$ cat src/rtl/redirect.sv
// Deflection routing core for one node of a 4x2 bufferless mesh.
// All arriving flits are ejected or given an output port in one cycle, and the outputs are registered.
module redirect #(
  parameter int FLIT_W = 11,
  parameter int ID_W   = 3
) (
  input  logic              clk,
  input  logic              rst,
  input  logic [ID_W-1:0]   cthulhu,
  input  logic [FLIT_W-1:0] northad,
  input  logic [FLIT_W-1:0] southad,
  input  logic [FLIT_W-1:0] eastad,
  input  logic [FLIT_W-1:0] westad,
  output logic [FLIT_W-1:0] nad,
  output logic [FLIT_W-1:0] sad,
  output logic [FLIT_W-1:0] ead,
  output logic [FLIT_W-1:0] wad,
  output logic [FLIT_W-1:0] buffit,
  output logic              inject
);

  // Both input priority and the fallback port order run N, E, S, W,
  // so one index space serves inputs and outputs.
  localparam logic [1:0] P_N = 2'd0;
  localparam logic [1:0] P_E = 2'd1;
  localparam logic [1:0] P_S = 2'd2;
  localparam logic [1:0] P_W = 2'd3;

  logic [FLIT_W-1:0] in_flit [4];
  logic [FLIT_W-1:0] out_d   [4];
  logic [FLIT_W-1:0] out_q   [4];
  logic [FLIT_W-1:0] buffit_d, buffit_q;
  logic              inject_d, inject_q;
  logic [3:0]        taken;
  logic              ejected;
  logic              has_prod;
  logic [1:0]        prod;
  logic [1:0]        sel;
  logic [ID_W-1:0]   dest;

  function automatic logic [1:0] first_free(input logic [3:0] t);
    first_free = P_N;
    for (int p = 3; p >= 0; p--) begin
      if (!t[p]) first_free = p[1:0];
    end
  endfunction

  // Returns {has_port, port}. No port means the flit is local.
  function automatic logic [2:0] productive(input logic [ID_W-1:0] d,
                                            input logic [ID_W-1:0] id);
    if (d[1:0] > id[1:0])      productive = {1'b1, P_E};
    else if (d[1:0] < id[1:0]) productive = {1'b1, P_W};
    else if (d[2] > id[2])     productive = {1'b1, P_S};
    else if (d[2] < id[2])     productive = {1'b1, P_N};
    else                       productive = {1'b0, P_N};
  endfunction

  always_comb begin
    in_flit[0] = northad;
    in_flit[1] = eastad;
    in_flit[2] = southad;
    in_flit[3] = westad;
    for (int p = 0; p < 4; p++) out_d[p] = '0;
    buffit_d = '0;
    taken    = 4'b0;
    ejected  = 1'b0;
    has_prod = 1'b0;
    prod     = P_N;
    sel      = P_N;
    dest     = '0;
    for (int i = 0; i < 4; i++) begin
      // An X/Z valid bit fails this test, so the slot is treated as empty.
      if (in_flit[i][FLIT_W-1] == 1'b1) begin
        dest = in_flit[i][ID_W+2:3];
        if (!ejected && dest == cthulhu) begin
          buffit_d = in_flit[i];
          ejected  = 1'b1;
        end else begin
          {has_prod, prod} = productive(dest, cthulhu);
          sel = first_free(taken);
          if (has_prod && !taken[prod]) sel = prod;
          out_d[sel] = in_flit[i];
          taken[sel] = 1'b1;
        end
      end
    end
    inject_d = ~&taken;
  end

  // Output register stage
  always_ff @(posedge clk) begin
    if (rst) begin
      for (int p = 0; p < 4; p++) out_q[p] <= '0;
      buffit_q <= '0;
      inject_q <= 1'b0;
    end else begin
      for (int p = 0; p < 4; p++) out_q[p] <= out_d[p];
      buffit_q <= buffit_d;
      inject_q <= inject_d;
    end
  end

  assign nad    = out_q[P_N];
  assign ead    = out_q[P_E];
  assign sad    = out_q[P_S];
  assign wad    = out_q[P_W];
  assign buffit = buffit_q;
  assign inject = inject_q;

endmodule

$ cat config.mk
export PLATFORM = sky130hd
export DESIGN_NAME = redirect
export DESIGN_NICKNAME = d
export VERILOG_FILES = /design/src/rtl/redirect.sv
export SDC_FILE = /design/constraint.sdc
export NUM_CORES = 1
export LEC_CHECK = 0
export CORE_UTILIZATION = 25
export DETAILED_ROUTE_END_ITERATION = 16
export DONT_BUFFER_PORTS = 1
export GPL_TIMING_DRIVEN = 0
export PLACE_DENSITY = 0.5
export SLEW_MARGIN = 20
export SYNTH_ARGS = -nofsm -noshare
export SYNTH_HDL_FRONTEND = slang
export SYNTH_SLANG_ARGS = --single-unit
$ cat constraint.sdc
create_clock -name clk -period 4.5 [get_ports clk]
set_input_delay 0.9 -clock clk [delete_from_list [all_inputs] [get_ports clk]]
set_output_delay 0.9 -clock clk [all_outputs]
set_load 0.005 [all_outputs]
* Word level (Yosys, flattened, before mapping)
Memory sizes are Yosys's and may differ from the RTL's. Index checks and enable logic that the tools add are counted.
Word-level totals: memories 1, register bits 12, latch bits 0, word-level logic and storage cells 191, bits in writable memories 44, bits in read-only memories 0, output and inout port bits 56
Operators by class: multiplexer cells 112, bitwise logic cells 12, div/mod/pow operators 0, multiply operators 0, order comparisons 36, add/sub/neg operators 0, shifts and indexed selects 0, reduce and logical (&&, ||, !) cells 24, equality and inequality tests 4
Memories:
- out_q | depth 4, width 11, rd ports 4, clocked after memory_dff 0, write ports 4, RTL line 31 | logic [FLIT_W-1:0] out_q [4];
Operators with widths (count):
- 2-to-1 mux 44 bit | 8
- 2-to-1 mux 11 bit | 16
- bitwise mux 44 bit | 3
- demux 11 bit (select 2 bit) | 4
- 2-to-1 mux 3 bit | 24
- 2-to-1 mux 2 bit | 24
- AND 44 bit | 1
- 2-to-1 mux 4 bit | 8
- < comparator 2 x 3 -> 1 bit (second input constant) | 8
- 2-to-1 mux 1 bit | 17
- logical AND 1 bit | 15
- equality test 3 bit | 4
- >= comparator 3 bit (second input constant) | 4
- < comparator 3 x 1 -> 1 bit (second input constant) | 4
- NOT 2 -> 3 bit | 4
- OR 4 bit | 3
- binary-select mux 1 bit (select 2 bit) | 4
- demux 1 bit (select 2 bit) | 4
- >= comparator 2 x 1 -> 1 bit (second input constant) | 4
- greater-than comparator 2 bit | 4
- zero test 1 bit | 8
- < comparator 2 bit | 4
- greater-than comparator 1 bit | 4
- < comparator 1 bit | 4
- other kinds (2) | 5

* Logic depth before layout (Yosys ltp)
depth in word-level cells 64, gate-level depth with buffers 16, mapped depth without buffers 13

* Worst setup path after synthesis
OpenSTA, ideal clock, no wires.
kind input port to flip-flop, from in cthulhu[1], to mem out_q[1][1], data arrival time 4.182 ns, path buffers 2, cell stages on the path 15, data required time 4.430 ns, path slack 0.248 ns, cells stage by stage inv_1 > ha_1 > and2b_4 > o211a_1 > a222oi_1 > a21o_2 > o21ai_2 > and3_1 > buf_2 > o31ai_2 > o311ai_2 > a2111oi_4 > buf_4 > o21ai_0 > a21oi_1
RTL lines:
- from (decl) | RTL line 9 | input logic [ID_W-1:0] cthulhu,
- to (decl) | RTL line 31

==> reports/qor.yml <==
yosys.area.top_type: "dfxtp_1"
synth_area_leaders: "dfxtp_1 (31%), a222oi_1 (11%), a21oi_1 (9.4%)"
cts_buffers: 5
yosysWarnings: 0
start_kind: "input pin"
cts_sinks: 56
core-area_sq_mm: 0.0139
hold_start: "westad[6]"
layout_common_cells: "a21oi_1 (63), dfxtp_1 (56), a222oi_1 (41), nand2_1 (29)"
critPathKind: "input pin to flop"
grt_pass1_wl_um: 22000
antenna_found_initial: 0
dominantRegCellSynth: "dfxtp_1"
grt_pass1_vias: 3866
wl_per_cell_um: 23.9
cp.arrival_ps: 4550
cp-startpoint: "cthulhu[1]"
overflow: 0
rsz0062_at_grt: "false"
path_clk_slew_ps: 60
port_buffers: 0
rows: 43
drt_pre_antenna_iters: 9
critPathMaxFanout: 10
clockBufferDepth: 2
p_leak_nw: 1.42
start_util_pct: 25.6
dp.final_hpwl_um: 10800
cap_violations: 0
peakVddDrop_mv: 0.143
hold_ws_ps: 742
synth_nets: 486
n_fill_cell: 1469
die_height_um: 122
antenna_left: 0
viasPerCell: 6.45
avgSynthCellArea_sq_um: 8.41
syn_area_sq_mm: 0.00357
dieArea_sq_mm: 0.0148
place_congestion: 0.889
final_common_cell: "a21oi_1"
hp-class: "input pin to flop"
finalCriticalPeriod_ps: 4350
area_growth_pct: 18.9
synth_async_sr_flop_share_pct: 0
ys_seq_area_share_pct: 31.4
ios: 105
hold_viol_final: 0
grt_max_degree: 16
required_ps: 4710
h-tree-depth: 2
num_vias: 4018
finalMaxSlewViolations: 0
max_freq_mhz: 230
ys_ff_latch: 56
setup_viol: 0
finalCritPeriodShare_pct: 96.6
crit_path_end_kind: "flop"
drt_iter0_markers: 766
cts_root_buf: "clkbuf_16"
cts_tree: "yes"
power.density_mw_per_mm2: 347
drive_gt1_share_pct: 14.9
power_mw: 1.47
synth_cell_types: 59
status: "finished, final reports clean"
synthCells: 425
worstMarginPinSlew_ps: 1120
die_x_um: 122
grtUsageTotal_pct: 19.4
nets: 504
drc: 0
synth_edf_count: 0
n_antenna_cell: 0
slew_headroom_pct: 25.2
synth_top_area_share_pct: 31.4
tns_ps: 0
wirelength_um: 14900
Yosys cell counts (2+ instances only):
cell type / number
o21ai_2: 2
buf_1: 2
nand4_1: 5
or2_2: 3
o211ai_1: 21
nor2b_1: 3
a222oi_1: 41
a2111o_1: 2
ha_1: 12
nand3_1: 21
o21ai_0: 22
nand2_1: 29
inv_1: 13
a221o_1: 12
o31a_1: 4
nor4_1: 2
o21ai_1: 4
and2_1: 5
and3_1: 4
dfxtp_1: 56
nor3_1: 6
o211a_1: 3
a21oi_1: 67
buf_2: 4
nor2_1: 15
o311ai_2: 2
nand2b_1: 5
clkbuf_1: 20
a31oi_1: 4
o31ai_1: 2
a21o_1: 6
repair_timing:
action | in CTS | in global routing
setup buffers | 3 | 7
pin swaps | 2 | 6
hold buffers | 0 | 0
setup endpoints to repair | 41 | 45
gates resized for setup | 10 | 33
layout make-up:
cell class,instances,area (sq um),area share [%]
inverter,13,52.6,1.24
timing repair buffer,11,95.1,2.24
sequential,56,1120,26.4
buffer,27,121,2.86
multi-input combinational,329,2500,58.8
clock buffer,6,129,3.03
clock inverter,1,5.00,0.118
tap,180,225,5.30
registers in the layout, summed over array words and instances (netlist names):
signal	flops
out_q	44
buffit	11
inject	1
power by group:
group	switching, mW	internal, mW	total (mW)
sequential	0.0293	0.550	0.579
clock	0.162	0.202	0.365
combinational	0.337	0.193	0.530
metrics by stage:
step	setup slack [ps]	util, %	std cells	area, sq um
after floorplan	248	-	425	3570
after global placement	-742	27.3	605	3800
after detailed placement	-797	27.4	606	3810
after CTS	9.64	28.8	616	4020
after global routing	11.1	30.5	623	4250
final	154	30.5	623	4250
logic make-up (layout without fill, tap and decap cells):
kind of cell / Yosys count / after routing / share of synthesized area (%)
multiplexers: 1 / 1 / 0.315
AO/OA/AOI/OAI: 210 / 210 / 44.6
flip-flops: 56 / 56 / 31.4
adder cells (fa/ha/maj): 12 / 12 / 4.20
AND/OR/NAND/NOR: 105 / 105 / 14.8
buffers and inverters: 40 / 58 / 4.45
XOR/XNOR: 1 / 1 / 0.245
per-layer routing:
layer  up-vias  wire, um  part of all wire, %  global-route usage (%)
met3        36      1800                   12                    6.13
li1       1775         -                    -                       -
met4         0       323                  2.2                    7.18
met5         -         0                    0                       0
met2       256      6680                   45                    29.4
met1      1951      6100                   41                    25.6
worst paths after layout:
| kind | end | slack (ps) | depth (start not counted) |
|---|---|---|---|
| worst max-delay path | out_q[1][6] | 150 | 14 |
| worst min-delay path | buffit[6] | 740 | 2 |
worst max-delay path: stages:
cell	delay [ps]
clkinvlp_4	150
ha_4	360
nand3_1	110
nor4_1	660
a31oi_1	170
o211ai_4	190
o221ai_2	180
a32oi_4	440
o2111ai_1	210
and3b_4	270
a2111oi_4	420
buf_6	220
o21ai_0	80
a21oi_1	190
No activity file was read; power rests on OpenSTA's default activity.
